## config.mk

```make
export PLATFORM = sky130hd
export DESIGN_NAME = ob_reject_egress
export DESIGN_NICKNAME = d
export VERILOG_FILES = /design/src/rtl/ob_pkg.sv /design/src/rtl/ob_reject_fifo.sv /design/src/rtl/ob_reject_egress.sv
export SDC_FILE = /design/constraint.sdc
export NUM_CORES = 1
export LEC_CHECK = 0
export CAP_MARGIN = 25
export CORE_ASPECT_RATIO = 0.9
export CORE_MARGIN = 2
export CORE_UTILIZATION = 47
export CTS_CLUSTER_SIZE = 30
export DETAILED_ROUTE_END_ITERATION = 16
export GPL_ROUTABILITY_DRIVEN = 0
export GPL_TIMING_DRIVEN = 0
export PLACE_DENSITY = 0.83
export RECOVER_POWER = 100
export SYNTH_ARGS = -nofsm -noshare
export SYNTH_HDL_FRONTEND = slang
export SYNTH_HIERARCHICAL = 1
export SYNTH_SLANG_ARGS = --single-unit
```

## constraint.sdc

```tcl
create_clock -name clk -period 2.9 [get_ports clk]
set_input_delay 0.58 -clock clk [delete_from_list [all_inputs] [get_ports clk]]
set_output_delay 0.58 -clock clk [all_outputs]
set_load 0.01 [all_outputs]
```

## src/rtl/ob_pkg.sv

```systemverilog
// Shared order-book types: table entry payload and the tagged reject response.
// No ports; imported by the reject egress top and its FIFO.
package ob_pkg;

    localparam int unsigned UID_W   = 16;
    localparam int unsigned QTY_W   = 16;
    localparam int unsigned PRICE_W = 32;
    localparam int unsigned CNT_W   = 16;

    typedef logic [UID_W-1:0]   uid_t;
    typedef logic [QTY_W-1:0]   quantity_t;
    typedef logic [PRICE_W-1:0] price_t;

    typedef struct packed {
        uid_t      uid;
        price_t    price;
        quantity_t quantity;
    } table_t;

    typedef struct packed {
        logic   is_ask;
        table_t rej;
    } reject_rsp_t;

    localparam logic [CNT_W-1:0] CNT_MAX = '1;

endpackage

```

## src/rtl/ob_reject_fifo.sv

```systemverilog
// N-entry synchronous FIFO of tagged rejects with registered empty/full flags.
// Ports:
//   clk, rst      clock, async active-high reset
//   push, din     write din at the write pointer (caller guarantees !full_r)
//   pop           advance the read pointer (caller guarantees !empty_r)
//   head          entry at the read pointer (mux of flops only)
//   empty_r/full_r registered occupancy flags
module ob_reject_fifo
    import ob_pkg::*;
#(
    parameter int unsigned N = 4
) (
    input  logic        clk,
    input  logic        rst,
    input  logic        push,
    input  reject_rsp_t din,
    input  logic        pop,
    output reject_rsp_t head,
    output logic        empty_r,
    output logic        full_r
);

    localparam int unsigned AW = $clog2(N);
    localparam int unsigned OW = AW + 1;

    reject_rsp_t   mem [N];
    logic [AW-1:0] wr_ptr;
    logic [AW-1:0] rd_ptr;
    logic [OW-1:0] occ;
    logic [OW-1:0] occ_nxt;

    // Occupancy is unchanged when push and pop coincide.
    always_comb begin
        occ_nxt = occ;
        if (push && !pop) begin
            occ_nxt = occ + OW'(1);
        end else if (pop && !push) begin
            occ_nxt = occ - OW'(1);
        end
    end

    // Pointers wrap naturally since N is a power of two.
    always_ff @(posedge clk or posedge rst) begin
        if (rst) begin
            wr_ptr  <= '0;
            rd_ptr  <= '0;
            occ     <= '0;
            empty_r <= 1'b1;
            full_r  <= 1'b0;
        end else begin
            if (push) wr_ptr <= wr_ptr + AW'(1);
            if (pop)  rd_ptr <= rd_ptr + AW'(1);
            occ     <= occ_nxt;
            empty_r <= (occ_nxt == '0);
            full_r  <= (occ_nxt == OW'(N));
        end
    end

    // Storage carries no reset; contents are ignored while empty.
    always_ff @(posedge clk) begin
        if (push) mem[wr_ptr] <= din;
    end

    assign head = mem[rd_ptr];

endmodule

```

## src/rtl/ob_reject_egress.sv

```systemverilog
// Drains bid and ask table reject queues under round-robin arbitration into a
// small FIFO and presents them on a registered valid/accept response port.
// Ports:
//   clk, rst                          clock, async active-high reset
//   bid_/ask_reject_valid_r, _reject  table head status and payload
//   bid_/ask_reject_pop               consume table head (combinational)
//   rsp_valid_r, rsp_is_ask_r, rsp_reject_r, rsp_accept  response handshake
//   empty_r, full_r                   FIFO flags
//   rsp_cnt_r                         saturating delivered-reject count
module ob_reject_egress
    import ob_pkg::*;
#(
    parameter int unsigned N = 4
) (
    input  logic             clk,
    input  logic             rst,
    input  logic             bid_reject_valid_r,
    input  table_t           bid_reject,
    output logic             bid_reject_pop,
    input  logic             ask_reject_valid_r,
    input  table_t           ask_reject,
    output logic             ask_reject_pop,
    output logic             rsp_valid_r,
    output logic             rsp_is_ask_r,
    output table_t           rsp_reject_r,
    input  logic             rsp_accept,
    output logic             empty_r,
    output logic             full_r,
    output logic [CNT_W-1:0] rsp_cnt_r
);

    logic        prio_ask_r;
    logic        prio_ask_nxt;
    logic        gnt_bid;
    logic        gnt_ask;
    logic        deq;
    reject_rsp_t push_data;
    reject_rsp_t head;

    // Round-robin grant; the full decision uses the registered flag only,
    // and pops are held low while reset is asserted.
    always_comb begin
        gnt_bid      = 1'b0;
        gnt_ask      = 1'b0;
        prio_ask_nxt = prio_ask_r;
        if (!rst && !full_r) begin
            if (bid_reject_valid_r && (!ask_reject_valid_r || !prio_ask_r)) begin
                gnt_bid = 1'b1;
            end else if (ask_reject_valid_r) begin
                gnt_ask = 1'b1;
            end
        end
        if (gnt_bid) begin
            prio_ask_nxt = 1'b1;
        end else if (gnt_ask) begin
            prio_ask_nxt = 1'b0;
        end
    end

    always_comb begin
        push_data.is_ask = gnt_ask;
        push_data.rej    = gnt_ask ? ask_reject : bid_reject;
    end

    assign bid_reject_pop = gnt_bid;
    assign ask_reject_pop = gnt_ask;
    assign deq            = !empty_r && rsp_accept;

    ob_reject_fifo #(.N(N)) u_fifo (
        .clk     (clk),
        .rst     (rst),
        .push    (gnt_bid || gnt_ask),
        .din     (push_data),
        .pop     (deq),
        .head    (head),
        .empty_r (empty_r),
        .full_r  (full_r)
    );

    assign rsp_valid_r  = !empty_r;
    assign rsp_is_ask_r = head.is_ask;
    assign rsp_reject_r = head.rej;

    // Arbiter priority and saturating delivery counter.
    always_ff @(posedge clk or posedge rst) begin
        if (rst) begin
            prio_ask_r <= 1'b0;
            rsp_cnt_r  <= '0;
        end else begin
            prio_ask_r <= prio_ask_nxt;
            if (deq && (rsp_cnt_r != CNT_MAX)) begin
                rsp_cnt_r <= rsp_cnt_r + CNT_W'(1);
            end
        end
    end

endmodule
```

==> results by group, run 1 <==
Final layout
  • Ant diodes: 0
  • Final instance area: ~15000 um2
  • # nets final: roughly 950
  • Area grow syn2layout: 30.1%
  • Layout cells sized above 1: around 17%

Worst setup path
  • Setup crit end kind: primary output
  • Critical Path AT: approximately 2200 ps
  • Worst Path Required: between 2000 and 2500 ps
  • Critical path class: flop to primary output
  • Startpoint types: flop
  • CP max FO: 10

Floorplanning
  • I/O pins: around 220
  • Total core area: between 20000 and 25000 um2
  • Die Y: ~150 um
  • Initial Util: 47.9%
  • Die area: about 26000 um2
  • Die Wd: between 150 and 200 um
  • Site row count: 54

Clock network
  • Clk slew on worst S/H paths: 60 ps
  • Clock sinks: around 290
  • CTS tree: yes
  • Cts hold-fix bufs: 0
  • H-tree levels: 1
  • Clock Latency Late Sink: between 500 and 600 ps
  • CTS max path bufs: 3
  • Cts bufs inserted: 29
  • Root Driver: clkbuf_16

Yosys
  • Ys Warns: 6
  • Post-synthesis instance area: about 12000 um2
  • Yosys reg bits: 286
  • Synthesized instance count: 552
  • Post-Synthesis Net Count: 692
  • Synth top area cells: edfxtp_1 67%, mux4_2 13%, mux2_2 6.5%, dfrtp_1 5.4%, xor2_1 0.83%
  • Sequential area share after synthesis: ~73%
  • Yosys top cell by area: edfxtp_1
  • Synth top area share: 67.0%
  • Syn Area/Cell: ~21 um2
  • Main synth FF type: edfxtp_1
  • Most instantiated library cell after synthesis: edfxtp_1
  • Async S/R FF share, synth: roughly 9%
  • Post-synth EDFFs: 260
  • Post-synth top cells: 260 x edfxtp_1, 67 x mux2_2, 65 x mux4_2, 25 x dfrtp_1, 14 x buf_2
  • Unique masters post-synth: 48

Timing
  • Fin crit share: 97.3%
  • Hold WS: between 400 and 500 ps
  • Worst clock skew: between 7 and 8 ps
  • Final setup fails: 0
  • Unrepaired setup endpoints after global routing: yes
  • Worst slew pin tran: about 750 ps
  • Relative max-transition margin: around 50%
  • Tmin final: 2820 ps
  • Setup WS post-layout: just under 80 ps
  • Slew Viols, Final: 0
  • Final hold vios: 0
  • Setup TNS: 0 ps
  • FMAX: between 300 and 400 MHz

Global routing
  • Gr ovfl total: 0
  • Total global-route track usage: between 10% and 20%
  • First-pass GRT wire length: 36300 um
  • Number of global-route vias before repair: between 6000 and 7000
  • Largest net degree at the start of global routing: 46
  • Met1 Use GR: approximately 25%
  • GR Layer Usage met2: roughly 30%
  • Initial antenna violation count: 0
  • Busiest layer in global routing: met2
  • Met3 Usage GRT: a little under 5%

Route
  • DR iter-0 viols: approximately 470
  • Post-DRT Antenna Nets: 0
  • WL/cell: between 20 and 25 um
  • Via-to-Cell Ratio: around 5.4
  • Final WL: roughly 24000 um
  • DR vias: between 6000 and 7000
  • First drt pass iteration count: 4
  • Post-route DRC: 0

Hold path
  • Hold Path Class: input pin to async pin

Placed design
  • Post-place setup slack: -462 ps
  • Post-Place Cell Area: between 10000 and 15000 um2
  • Final HPWL DP: 15600 um
  • Number of I/O port buffers: between 200 and 250

Pwr
  • Max VDD drop: about 500 uV
  • Leakage power: approximately 0.0053 uW
  • Total power: around 14000 uW
  • PD cells: 916 nW/um2

Job
  • Max Cap Viol: 0

Outcome
  • Outcome: completed
==> timing repair <==
action,CTS,global route
setup buffers,0,0
endpoints found under the setup margin,60,22
gates resized for setup,40,15
==> cells by family (layout without fill, tap and decap cells) <==
family	Yosys count	in the layout	synth area share, %
DFF	286	286	72.6
xor gates and xnor gates	14	14	1.05
buffers and inverters	36	312	2.06
and+or+nand+nor	57	57	3.24
adders and majority gates	7	7	0.752
muxes	134	134	19.3
AOI/OAI and AO/OA	18	18	1.04
==> per-stage QoR <==
step                      utilization (%)  instances
after floorplan                         -        552
after global placement               58.5       1078
after detailed placement             58.9       1082
after CTS                            62.6       1136
after global routing                 62.3       1136
final                                62.3       1136
==> state kept, by name (all words and copies together), names as in the netlist <==
register / count
u_fifo/mem: 260
u_fifo/wr_ptr: 2
u_fifo/occ: 3
u_fifo/empty_r: 1
u_fifo/rd_ptr: 2
u_fifo/full_r: 1
rsp_cnt_r: 16
prio_ask_r: 1
==> path summary, 6_finish.rpt <==
check	startpoint	endpoint	slack, ps	cells after the start
worst max-delay path	u_fifo/rd_ptr[0]	rsp_reject_r[8]	80	4
max in group asynchronous	rst	rsp_cnt_r[3]	1920	2
worst max register to register	u_fifo/full_r	u_fifo/mem[1][48]	350	6
min in group clk	prio_ask_r	prio_ask_r	500	1
worst min register to register	prio_ask_r	prio_ask_r	500	1
worst min-delay path	rst	u_fifo/occ[0]	450	2
==> worst max-delay path, stage by stage (launching register included) <==
cell             delay [ps]
dfrtp_1                 340
buf_6                   140
buf_8                   180
mux4_2                  540
clkdlybuf4s50_1         500
==> metal layers <==
layer	routed length [um]	vias to the layer above
li1	-	2773
met1	10100	3145
met2	11400	220
met3	1770	21
met4	282	0
met5	0	-
==> cell type report <==
cell class / instances / area, um2
Buffer: 25 / 231
Clock buffer: 31 / 733
Clock inverter: 23 / 171
Fill cell: 1735 / 9170
Inverter: 11 / 41.3
Multi-Input combinational cell: 230 / 2920
Sequential cell: 286 / 8460
Tap cell: 308 / 385
Timing Repair Buffer: 222 / 2220
==> power breakdown <==
part           leakage [uW]  internal (uW)  switching (uW)  total (uW)
combinational       0.00217           2480            2250        4730
sequential          0.00269           5400             257        5660
clock              0.000436           2000            1490        3500
total               0.00530           9890            4000       13900
==> layout by cell type (no fill, tap or decap), types with 11 or more instances in the layout <==
cell             count
dlygate4sd3_1       20
edfxtp_1           260
dfrtp_1             25
dlygate4sd2_1       28
mux4_2              65
clkdlybuf4s50_1    162
xor2_1              11
mux2_1              65
inv_1               11
clkbuf_16           29
clkinv_1            14
Power figures use the tool's default switching activity.
==> run 2, diff against run 1 <==
--- a/config.mk
+++ b/config.mk
@@ -8,12 +8,13 @@
 export CAP_MARGIN = 25
 export CORE_ASPECT_RATIO = 0.9
 export CORE_MARGIN = 2
-export CORE_UTILIZATION = 47
+export CORE_UTILIZATION = 55
 export CTS_CLUSTER_SIZE = 30
 export DETAILED_ROUTE_END_ITERATION = 16
+export DONT_BUFFER_PORTS = 1
 export GPL_ROUTABILITY_DRIVEN = 0
 export GPL_TIMING_DRIVEN = 0
-export PLACE_DENSITY = 0.83
+export PLACE_DENSITY = 0.8
 export RECOVER_POWER = 100
 export SYNTH_ARGS = -nofsm -noshare
 export SYNTH_HDL_FRONTEND = slang
==> run 2 against run 1 <==
Fmax increased by 3.6%. Non-clock buffer count decreased by 217. Combinational power decreased by 29%. Via count decreased by 14%. Sequential share of layout area increased by 10 points. Global-route usage increased by 0.53 points. Sequential cell count unchanged. Cell count decreased by 21%. Clock-buffer cell count increased by 6. Critical path type unchanged. Critical endpoint is now ask_reject_pop. Largest cell class unchanged. Highest routed layer unchanged.
==> results by group, run 2 (synthesis results as in run 1) <==
Outcome
  • Outcome: completed

Clock network
  • Clock sinks: 286 (unchanged)
  • Clock Latency Late Sink: 520 ps (-20 ps)
  • Root Driver: clkbuf_16
  • Post-CTS setup buffers: 0 (unchanged)
  • Clk slew on worst S/H paths: 60 ps (about the same)
  • H-tree levels: 1 (unchanged)
  • Cts bufs inserted: 28 (-3.4%)
  • CTS max path bufs: 3 (unchanged)
  • CTS tree: yes

Worst setup path
  • Startpoint types: flop
  • Slowest cell on crit path: dfrtp_1
  • Slowest stage delay, CP: 420 ps (-120 ps)
  • Crit path cell chain: nor2_1 > nand3_2 > buf_2 > buf_2 > inv_1
  • Worst r2r src: u_fifo/full_r
  • Crit-path most repeated cell: buf_2
  • Critical path class: flop to primary output
  • CP max FO: 10 (unchanged)
  • CP Buf/Inv Count: 3 (unchanged)
  • Setup crit end kind: primary output
  • Reg2reg end: u_fifo/mem[3][54]
  • Worst Path Required: 2320 ps (about the same)
  • Setup slack, reg-to-reg: 240 ps (-110 ps)
  • Reg2Reg Depth: 6 (unchanged)
  • Delay-heaviest family, CP: buffers and inverters
  • Critical Path AT: 2140 ps (-100 ps)

Pwr
  • Switching part of the total: 29.6% (+0.79 points)
  • Switch Pwr: 3670 uW (-8.4%)
  • Max VDD drop: 730 uV (+46%)
  • Leakage power: 0.00427 uW (-19%)
  • Internal Dissipation: 8720 uW (-12%)
  • Clock power share: 26.9% (+1.7 points)
  • Total power: 12400 uW (-11%)
  • Combinational share of power: 27.2% (-6.9 points)
  • PD cells: 964 nW/um2 (+5.3%)
  • Flop pwr share: 45.9% (+5.2 points)

Timing
  • Worst slew pin tran: 687 ps (-62.8 ps)
  • FMAX: 367 MHz (+3.6%)
  • Tmin final: 2720 ps (-98.8 ps)
  • Fin crit share: 93.9% (-3.4 points)
  • Worst clock skew: 9.69 ps (+1.94 ps)
  • Final hold vios: 0 (unchanged)
  • Hold WS: 23.1 ps (-422 ps)
  • Slew Viols, Final: 0 (unchanged)
  • Unrepaired setup endpoints after global routing: no
  • Relative max-transition margin: 53.8% (+3.8 points)
  • Final setup fails: 0 (unchanged)

Route
  • First drt pass iteration count: 4 (unchanged)
  • Metal3 WL: 1580 um (-11%)
  • DR vias: 5307 (-14%)
  • DR iter-0 viols: 310 (-34%)
  • Post-DRT Antenna Nets: 0 (unchanged)
  • WL/cell: 23.5 um (+14%)
  • Via-to-Cell Ratio: 5.94 (+9.5%)
  • Post-route DRC: 0 (unchanged)
  • Final WL: 21000 um (-11%)
  • Met2 WL: 10600 um (-7.6%)
  • Uppermost layer routed: met4
  • Met1 wire length: 8510 um (-15%)

Floorplanning
  • Die Y: 142 um (-7.4%)
  • Die area: 22400 um2 (-14%)
  • Site row count: 50 (-7.4%)
  • Initial Util: 56.1% (+8.2 points)
  • I/O pins: 219 (unchanged)
  • Die Wd: 157 um (-7.4%)
  • Total core area: 20800 um2 (-15%)

Job
  • Max Cap Viol: 0 (unchanged)

Final layout
  • Biggest regs: u_fifo/mem x260, rsp_cnt_r x16, u_fifo/occ x3
  • Area of the multi-input gates: 2910 um2 (-0.21%)
  • Layout cells sized above 1: 23.7% (+7.1 points)
  • # nets final: 727 (-23%)
  • Commonest cells after routing, fill and taps aside: 260 x edfxtp_1, 65 x mux4_2, 57 x mux2_1
  • Top reg by flops: u_fifo/mem
  • Fillcell total: 1442 (-17%)
  • Max FFs per register: 260 (unchanged)
  • Area grow syn2layout: 10.2%
  • Seq. cell area: 8460 um2 (unchanged)
  • Most common cell after layout, fill and taps aside: edfxtp_1

Global routing
  • Total global-route track usage: 18.7% (+0.53 points)
  • Initial antenna violation count: 1 (+1)
  • Gr ovfl total: 0 (unchanged)
  • First-pass GRT wire length: 31400 um (-13%)
  • Number of global-route vias before repair: 5663 (-12%)
  • Largest net degree at the start of global routing: 36 (-22%)

Hold path
  • Hold Path Class: input pin to async pin

Placed design
  • Final HPWL DP: 13800 um (-11%)
  • Number of I/O port buffers: 0 (-100%)
[run 2: changes by cell type in the layout (fill, tap and decap cells not counted), moves of 4 or more]
| cell | delta |
|---|---|
| mux2_2 | +8 |
| mux2_1 | -8 |
| buf_2 | +12 |
| clkinv_1 | -8 |
| dlygate4sd2_1 | -28 |
| clkdlybuf4s50_1 | -162 |
| dlygate4sd3_1 | -19 |
| dlymetal6s2s_1 | -7 |
| buf_6 | -4 |
| buf_4 | -6 |
[run 2: repair_timing]
item                                    CTS  global route
gates resized for setup                   0             1
endpoints found under the setup margin    0             1
endpoints found under the hold margin     8             0
hold buffers                              1             0
[run 2: area by class of cell]
class	instances	share of cell area, %
clock inverter	13	0.721
tap	286	2.79
buffer	25	1.11
inverter	11	0.322
multi-input combinational	230	22.7
timing repair buffer	5	0.546
antenna	1	0.0195
clock buffer	37	5.96
sequential	286	65.9
[run 2: power by group through the flow]
stage / Sequential, uW / Clock [uW] / Combinational (uW)
after floorplan: 5700 / 0 / 2780
after global placement: 5750 / 0 / 3470
after detailed placement: 5780 / 0 / 3640
after CTS: 5700 / 3410 / 3650
after global routing: 5750 / 3580 / 3650
final: 5690 / 3330 / 3370
[run 2: metal layers]
metal | global-route usage, % | vias up
met2 | 32.3 | 210
met3 | 4.90 | 29
met4 | 4.16 | 0
met1 | 24.1 | 2738
met5 | 0 | -
li1 | - | 2330
[run 2: through the flow]
| stage | TNS, ps | worst slack, ps | util (%) | instances | area (um2) |
|---|---|---|---|---|---|
| after floorplan | 0 | 442 | - | 552 | 11700 |
| after global placement | -55600 | -221 | 57.8 | 838 | 12000 |
| after detailed placement | 0 | 374 | 58.3 | 842 | 12100 |
| after CTS | 0 | 45.8 | 62.4 | 893 | 13000 |
| after global routing | 0 | 2.18 | 61.8 | 893 | 12800 |
| final | 0 | 177 | 61.8 | 894 | 12800 |
[run 2: worst max path at each step]
stage                             start                end  depth (start not counted)
after floorplan                     rst   u_fifo/mem[0][0]                          5
after global placement              rst  u_fifo/mem[2][45]                          5
after detailed placement            rst  u_fifo/mem[3][47]                          6
after CTS                 u_fifo/full_r     ask_reject_pop                          5
after global routing      u_fifo/full_r     ask_reject_pop                          5
final                     u_fifo/full_r     ask_reject_pop                          5
